`src/rtl/aes_inv_key_schedule.sv`:
```
// Iterative AES-128 inverse key schedule: expands forward to round 10, then emits round keys 10..0.
// Optional build macro AES_EQINV_KEY_EN: rounds 1..9 are output through InvMixColumns (equivalent inverse cipher).
module aes_sbox (
  input  logic [7:0] a_i,
  output logic [7:0] y_o
);
  function automatic logic [7:0] gf_mul(input logic [7:0] a, input logic [7:0] b);
    logic [7:0] p;
    logic [7:0] x;
    p = 8'h00;
    x = a;
    for (int i = 0; i < 8; i++) begin
      if (b[i]) p = p ^ x;
      x = {x[6:0], 1'b0} ^ (x[7] ? 8'h1b : 8'h00);
    end
    return p;
  endfunction

  logic [7:0] sq;
  logic [7:0] inv;

  // Multiplicative inverse as a^254 (maps 0 to 0), followed by the affine transform.
  always_comb begin
    sq  = a_i;
    inv = 8'h01;
    for (int i = 1; i < 8; i++) begin
      sq  = gf_mul(sq, sq);
      inv = gf_mul(inv, sq);
    end
    y_o = inv ^ {inv[6:0], inv[7]} ^ {inv[5:0], inv[7:6]} ^
          {inv[4:0], inv[7:5]} ^ {inv[3:0], inv[7:4]} ^ 8'h63;
  end
endmodule

module aes_inv_key_schedule (
  input  logic         clk,
  input  logic         reset,
  input  logic         start,
  input  logic [127:0] key_in,
  input  logic         key_ready,
  output logic [127:0] key_out,
  output logic         key_valid,
  output logic [3:0]   round_idx,
  output logic         busy,
  output logic         done,
  output logic [1:0]   dbg_state_o
);
  // Handshake: a key transfers on any rising edge where key_valid && key_ready;
  // while key_valid=1 and key_ready=0, key_out and round_idx are held.
  typedef enum logic [1:0] {S_IDLE, S_FWD, S_EMIT} state_t;

  state_t       state_q, state_d;
  logic [127:0] w_q, w_d;
  logic [3:0]   r_q, r_d;
  logic         done_q, done_d;

  logic [31:0]  w0, w1, w2, w3, w3_inv;
  logic [31:0]  sbox_in, rot, sub, rcon_word;
  logic [3:0]   rcon_idx;
  logic [127:0] fwd_next, inv_next;

  function automatic logic [7:0] rcon(input logic [3:0] r);
    case (r)
      4'd1:    return 8'h01;
      4'd2:    return 8'h02;
      4'd3:    return 8'h04;
      4'd4:    return 8'h08;
      4'd5:    return 8'h10;
      4'd6:    return 8'h20;
      4'd7:    return 8'h40;
      4'd8:    return 8'h80;
      4'd9:    return 8'h1b;
      4'd10:   return 8'h36;
      default: return 8'h00;
    endcase
  endfunction

  assign w0 = w_q[127:96];
  assign w1 = w_q[95:64];
  assign w2 = w_q[63:32];
  assign w3 = w_q[31:0];
  assign w3_inv = w3 ^ w2;

  // Shared S-box bank: forward step substitutes old w3, inverse step the recovered w3.
  assign sbox_in   = (state_q == S_EMIT) ? w3_inv : w3;
  assign rot       = {sbox_in[23:0], sbox_in[31:24]};
  assign rcon_idx  = (state_q == S_EMIT) ? r_q : r_q + 4'd1;
  assign rcon_word = {rcon(rcon_idx), 24'h000000};

  for (genvar g = 0; g < 4; g++) begin : g_sbox
    aes_sbox u_sbox (.a_i(rot[8*g +: 8]), .y_o(sub[8*g +: 8]));
  end

  always_comb begin
    logic [31:0] f0, f1, f2, f3;
    f0 = w0 ^ sub ^ rcon_word;
    f1 = w1 ^ f0;
    f2 = w2 ^ f1;
    f3 = w3 ^ f2;
    fwd_next = {f0, f1, f2, f3};
    inv_next = {w0 ^ sub ^ rcon_word, w1 ^ w0, w2 ^ w1, w3_inv};
  end

  always_comb begin
    state_d = state_q;
    w_d     = w_q;
    r_d     = r_q;
    done_d  = 1'b0;
    case (state_q)
      S_IDLE: begin
        if (start) begin
          w_d     = key_in;
          r_d     = 4'd0;
          state_d = S_FWD;
        end
      end
      S_FWD: begin
        w_d = fwd_next;
        r_d = r_q + 4'd1;
        if (r_q == 4'd9) state_d = S_EMIT;
      end
      S_EMIT: begin
        if (key_ready) begin
          if (r_q != 4'd0) begin
            w_d = inv_next;
            r_d = r_q - 4'd1;
          end else begin
            state_d = S_IDLE;
            done_d  = 1'b1;
          end
        end
      end
      default: state_d = S_IDLE;
    endcase
  end

  always_ff @(posedge clk) begin
    if (reset) begin
      state_q <= S_IDLE;
      w_q     <= '0;
      r_q     <= '0;
      done_q  <= 1'b0;
    end else begin
      state_q <= state_d;
      w_q     <= w_d;
      r_q     <= r_d;
      done_q  <= done_d;
    end
  end

`ifdef AES_EQINV_KEY_EN
  function automatic logic [7:0] xt(input logic [7:0] a);
    return {a[6:0], 1'b0} ^ (a[7] ? 8'h1b : 8'h00);
  endfunction

  function automatic logic [31:0] inv_mix_col(input logic [31:0] c);
    logic [7:0] a [4];
    logic [7:0] m9 [4];
    logic [7:0] mb [4];
    logic [7:0] md [4];
    logic [7:0] me [4];
    logic [7:0] x2, x4, x8;
    for (int i = 0; i < 4; i++) begin
      a[i]  = c[31-8*i -: 8];
      x2    = xt(a[i]);
      x4    = xt(x2);
      x8    = xt(x4);
      m9[i] = x8 ^ a[i];
      mb[i] = x8 ^ x2 ^ a[i];
      md[i] = x8 ^ x4 ^ a[i];
      me[i] = x8 ^ x4 ^ x2;
    end
    return {me[0] ^ mb[1] ^ md[2] ^ m9[3],
            m9[0] ^ me[1] ^ mb[2] ^ md[3],
            md[0] ^ m9[1] ^ me[2] ^ mb[3],
            mb[0] ^ md[1] ^ m9[2] ^ me[3]};
  endfunction

  // Only the presented key is transformed; the stored schedule stays raw.
  always_comb begin
    key_out = '0;
    if (state_q == S_EMIT) begin
      if (r_q != 4'd0 && r_q != 4'd10)
        key_out = {inv_mix_col(w0), inv_mix_col(w1), inv_mix_col(w2), inv_mix_col(w3)};
      else
        key_out = w_q;
    end
  end
`else
  assign key_out = (state_q == S_EMIT) ? w_q : '0;
`endif

  assign key_valid   = (state_q == S_EMIT);
  assign round_idx   = (state_q == S_EMIT) ? r_q : 4'd0;
  assign busy        = (state_q != S_IDLE);
  assign done        = done_q;
  assign dbg_state_o = state_q;
endmodule
```
`config.mk`:
```
export PLATFORM = sky130hd
export DESIGN_NAME = aes_inv_key_schedule
export DESIGN_NICKNAME = d
export VERILOG_FILES = /design/src/rtl/aes_inv_key_schedule.sv
export SDC_FILE = /design/constraint.sdc
export NUM_CORES = 2
export LEC_CHECK = 0
export BUFFER_PORTS_ARGS = -buffer_cell sky130_fd_sc_hd__buf_4
export CORE_MARGIN = 2
export CORE_UTILIZATION = 45
export CTS_CLUSTER_DIAMETER = 100
export DETAILED_ROUTE_END_ITERATION = 8
export SLEW_MARGIN = 20
export SYNTH_ARGS = -nofsm -noshare
export SYNTH_HDL_FRONTEND = slang
export SYNTH_HIERARCHICAL = 1
export SYNTH_SLANG_ARGS = --single-unit
```
`constraint.sdc`:
```
create_clock -name clk -period 18.2 [get_ports clk]
set_clock_uncertainty 0.05 [all_clocks]
set_input_delay 2.73 -clock clk [delete_from_list [all_inputs] [get_ports clk]]
set_output_delay 2.73 -clock clk [all_outputs]
set_load 0.05 [all_outputs]
```
==> summary.md <==
| Metric | Value |
|---|---|
| Distinct cells, synth | `124` |
| Synth area leader | `xnor2_1` |
| Setup Crit Path Kind | `flip-flop to flip-flop` |
| DR iter-0 viols | `6315` |
| Finished Layout Cells | `11600` |
| Bufs on Longest Clock Path | `2` |
| Avg Synthesized Cell Area | `7.73 um^2` |
| Die width | `403 um` |
| Placer Congestion | `0.962` |
| Wire length per cell | `21.5 um` |
| Clk root buf | `clkbuf_16` |
| # nets final | `9646` |
| Synthesized Nets | `9454` |
| Post-Route WL | `248000 um` |
| Via count | `69100` |
| Largest net degree at the start of global routing | `101` |
| Most frequent cells in the layout | `1365 x xnor2_1, 1320 x nor2_1, 882 x nand2_1` |
| Worst path bufs/invs | `6` |
| Area of the multi-input gates | `67200 um^2` |
| H-tree levels | `4` |
| Most used DFF post-synth | `dfxtp_1` |
| I/O Buffers | `268` |
| Max incr delay on CP | `0.67 ns` |
| DRT antenna net count | `0` |
| Max Cap Viol | `0` |
| Crit path max fanout | `11` |
| Hpwl dp | `186000 um` |
| Fraction of layout cells with a size suffix above 1 | `0.175` |
| Arr. time, crit path | `17.88 ns` |
| Initial Util | `0.453` |
| DR vias/cell | `5.97` |
| Synth warn | `6` |
| Die Y | `403 um` |
| Max Slew Vio Count | `0` |
| Synth area leaders | `xnor2_1 18%, xnor3_1 11%, nor2_1 6.9%` |
| GRT Overall Usage | `0.291` |
| Hold Crit Class | `flip-flop to flip-flop` |
| EDFF count, synth | `0` |
| Fmax | `57.1 MHz` |
| Drt pass-1 iters | `6` |
| Rel. slew slack | `0.248` |
| First-pass GRT wire length | `382000 um` |
| Row Count | `146` |
| Fin crit period | `17.50 ns` |
| Clock sink count | `135` |
| Io pins | `269` |
| Register area share after synthesis | `0.0377` |
| Worst-Margin Slew | `1.12 ns` |
| Flip-flop and latch area | `2700 um^2` |
| CTS tree | `built` |
| Die area | `163000 um^2` |
| # hold bufs at CTS | `0` |
| Area share of the largest cell type after synthesis | `0.181` |
| Placed instance count | `11400` |
| Final Hold Fails | `0` |
| Area grow syn2layout | `11.6%` |
| Later-pin clock latency in the skew report | `0.51 ns` |
| Slowest cell on crit path | `xnor3_4` |
| Core Area | `158000 um^2` |
| Crit path launch type | `flip-flop` |
| Vias in the first global route | `64100` |
| Fillers | `15400` |
| Initial antenna violation count | `33` |
| Fraction of registers with async set/reset | `0` |
| WP data required | `18.57 ns` |
| Delay-heaviest family, CP | `XOR/XNOR gates` |
| Commonest non-fill, non-tap cell in the layout | `xnor2_1` |
| Mapped cell area | `71800 um^2` |
| TritonCTS buffer count | `17` |
| GR Overflow Total | `0` |
| Flops & latches, synth | `135` |
| Outcome | `finished, final reports clean` |
| Setup crit end kind | `flip-flop` |
| # setup viols final | `0` |
| Synthesized instance count | `9283` |
| Final worst-path cycle share | `0.962` |
| Clock Pin Slew Worst Setup and Hold Paths | `0.07 ns` |
| DRC violations left | `0` |
==> per-layer routing <==
| metal | up-vias | share of wire | track usage |
|---|---|---|---|
| met4 | 58 | 0.022 | 0.0654 |
| li1 | 32800 | - | - |
| met5 | - | 0.0016 | 0 |
| met3 | 346 | 0.093 | 0.0670 |
| met1 | 33300 | 0.44 | 0.408 |
| met2 | 2595 | 0.44 | 0.450 |
==> worst paths after layout <==
kind	to	depth (start not counted)	from	slack, ns
max reg2reg	w_q[56]	60	dbg_state_o[0]	0.70
min	w_q[7]	2	w_q[7]	0.40
min reg2reg	w_q[7]	2	w_q[7]	0.40
max	w_q[56]	60	dbg_state_o[0]	0.70
==> Yosys cell counts, types with 56 or more instances <==
cell type / n
nand3_1: 192
dfxtp_1: 135
xnor2_1: 1480
xor2_1: 434
o21ai_1: 81
xnor3_1: 363
xnor2_2: 178
buf_2: 128
buf_1: 65
mux2i_1: 238
nor2_1: 1325
clkbuf_1: 374
and2_1: 153
nand2_1: 883
a22oi_1: 95
nor2b_1: 81
nand2b_1: 96
nor4_1: 56
o21ai_0: 342
nand4_1: 57
a31oi_1: 66
nor3_1: 237
inv_1: 114
a21oi_1: 446
a211oi_1: 110
o22ai_1: 110
o211ai_1: 72
==> through the flow <==
step	setup TNS (ns)	instance area [um^2]	setup WS [ns]	util	hold WS (ns)
2_1_floorplan	0	71800	0.0233	-	0.382
3_5_place_dp	-8.30	77500	-0.668	0.489	0.395
5_1_grt	-0.118	80100	-0.0353	0.506	0.419
4_1_cts	0	78300	0.0140	0.494	0.404
3_3_place_gp	-3.98	77500	-0.567	0.489	0.388
6_report	0	80100	0.696	0.506	0.404
==> registers in the layout, indices dropped and copies added (netlist names) <==
name,cells
w_q,128
r_q,4
dbg_state_o,2
done,1
==> timing repair <==
action / CTS / global route
cloned: 0 / 1
endpoints found under the hold margin: 0 / 0
gates resized for setup: 21 / 164
pin swaps: 2 / 27
buffers inserted: 4 / 79
endpoints found under the setup margin: 51 / 116
==> layout make-up <==
type | count | share of cell area
antenna | 6 | 0.000187
sequential | 135 | 0.0337
timing repair buffer | 831 | 0.0798
clock buffer | 17 | 0.00531
clock inverter | 15 | 0.00194
tap | 2072 | 0.0324
inverter | 150 | 0.00706
multi-input combinational | 8340 | 0.840
==> cell families (layout without fill, tap and decap cells) <==
| logic type | Yosys count | after routing | share of synthesized area |
|---|---|---|---|
| AO/OA/AOI/OAI | 1963 | 1963 | 0.188 |
| XOR/XNOR | 2669 | 2670 | 0.457 |
| adder cells (fa/ha/maj) | 43 | 43 | 0.00736 |
| buffers and inverters | 809 | 1013 | 0.0516 |
| flip-flops | 135 | 135 | 0.0377 |
| multiplexers | 299 | 299 | 0.0441 |
| other | 0 | 6 | 0 |
| AND/OR/NAND/NOR | 3365 | 3365 | 0.214 |
==> worst register-to-register path: cells and delay by family (launching register included) <==
kind | cells | cell delay, ns
AND/OR/NAND/NOR | 8 | 1.72
multiplexers | 1 | 0.21
flip-flops | 1 | 0.44
XOR/XNOR | 32 | 11.08
adder cells (fa/ha/maj) | 2 | 0.68
buffers and inverters | 6 | 1.27
AO/OA/AOI/OAI | 11 | 2.00
Power is not shown: default switching activity piles up to over one toggle a cycle in this logic, so the estimate is an artifact.
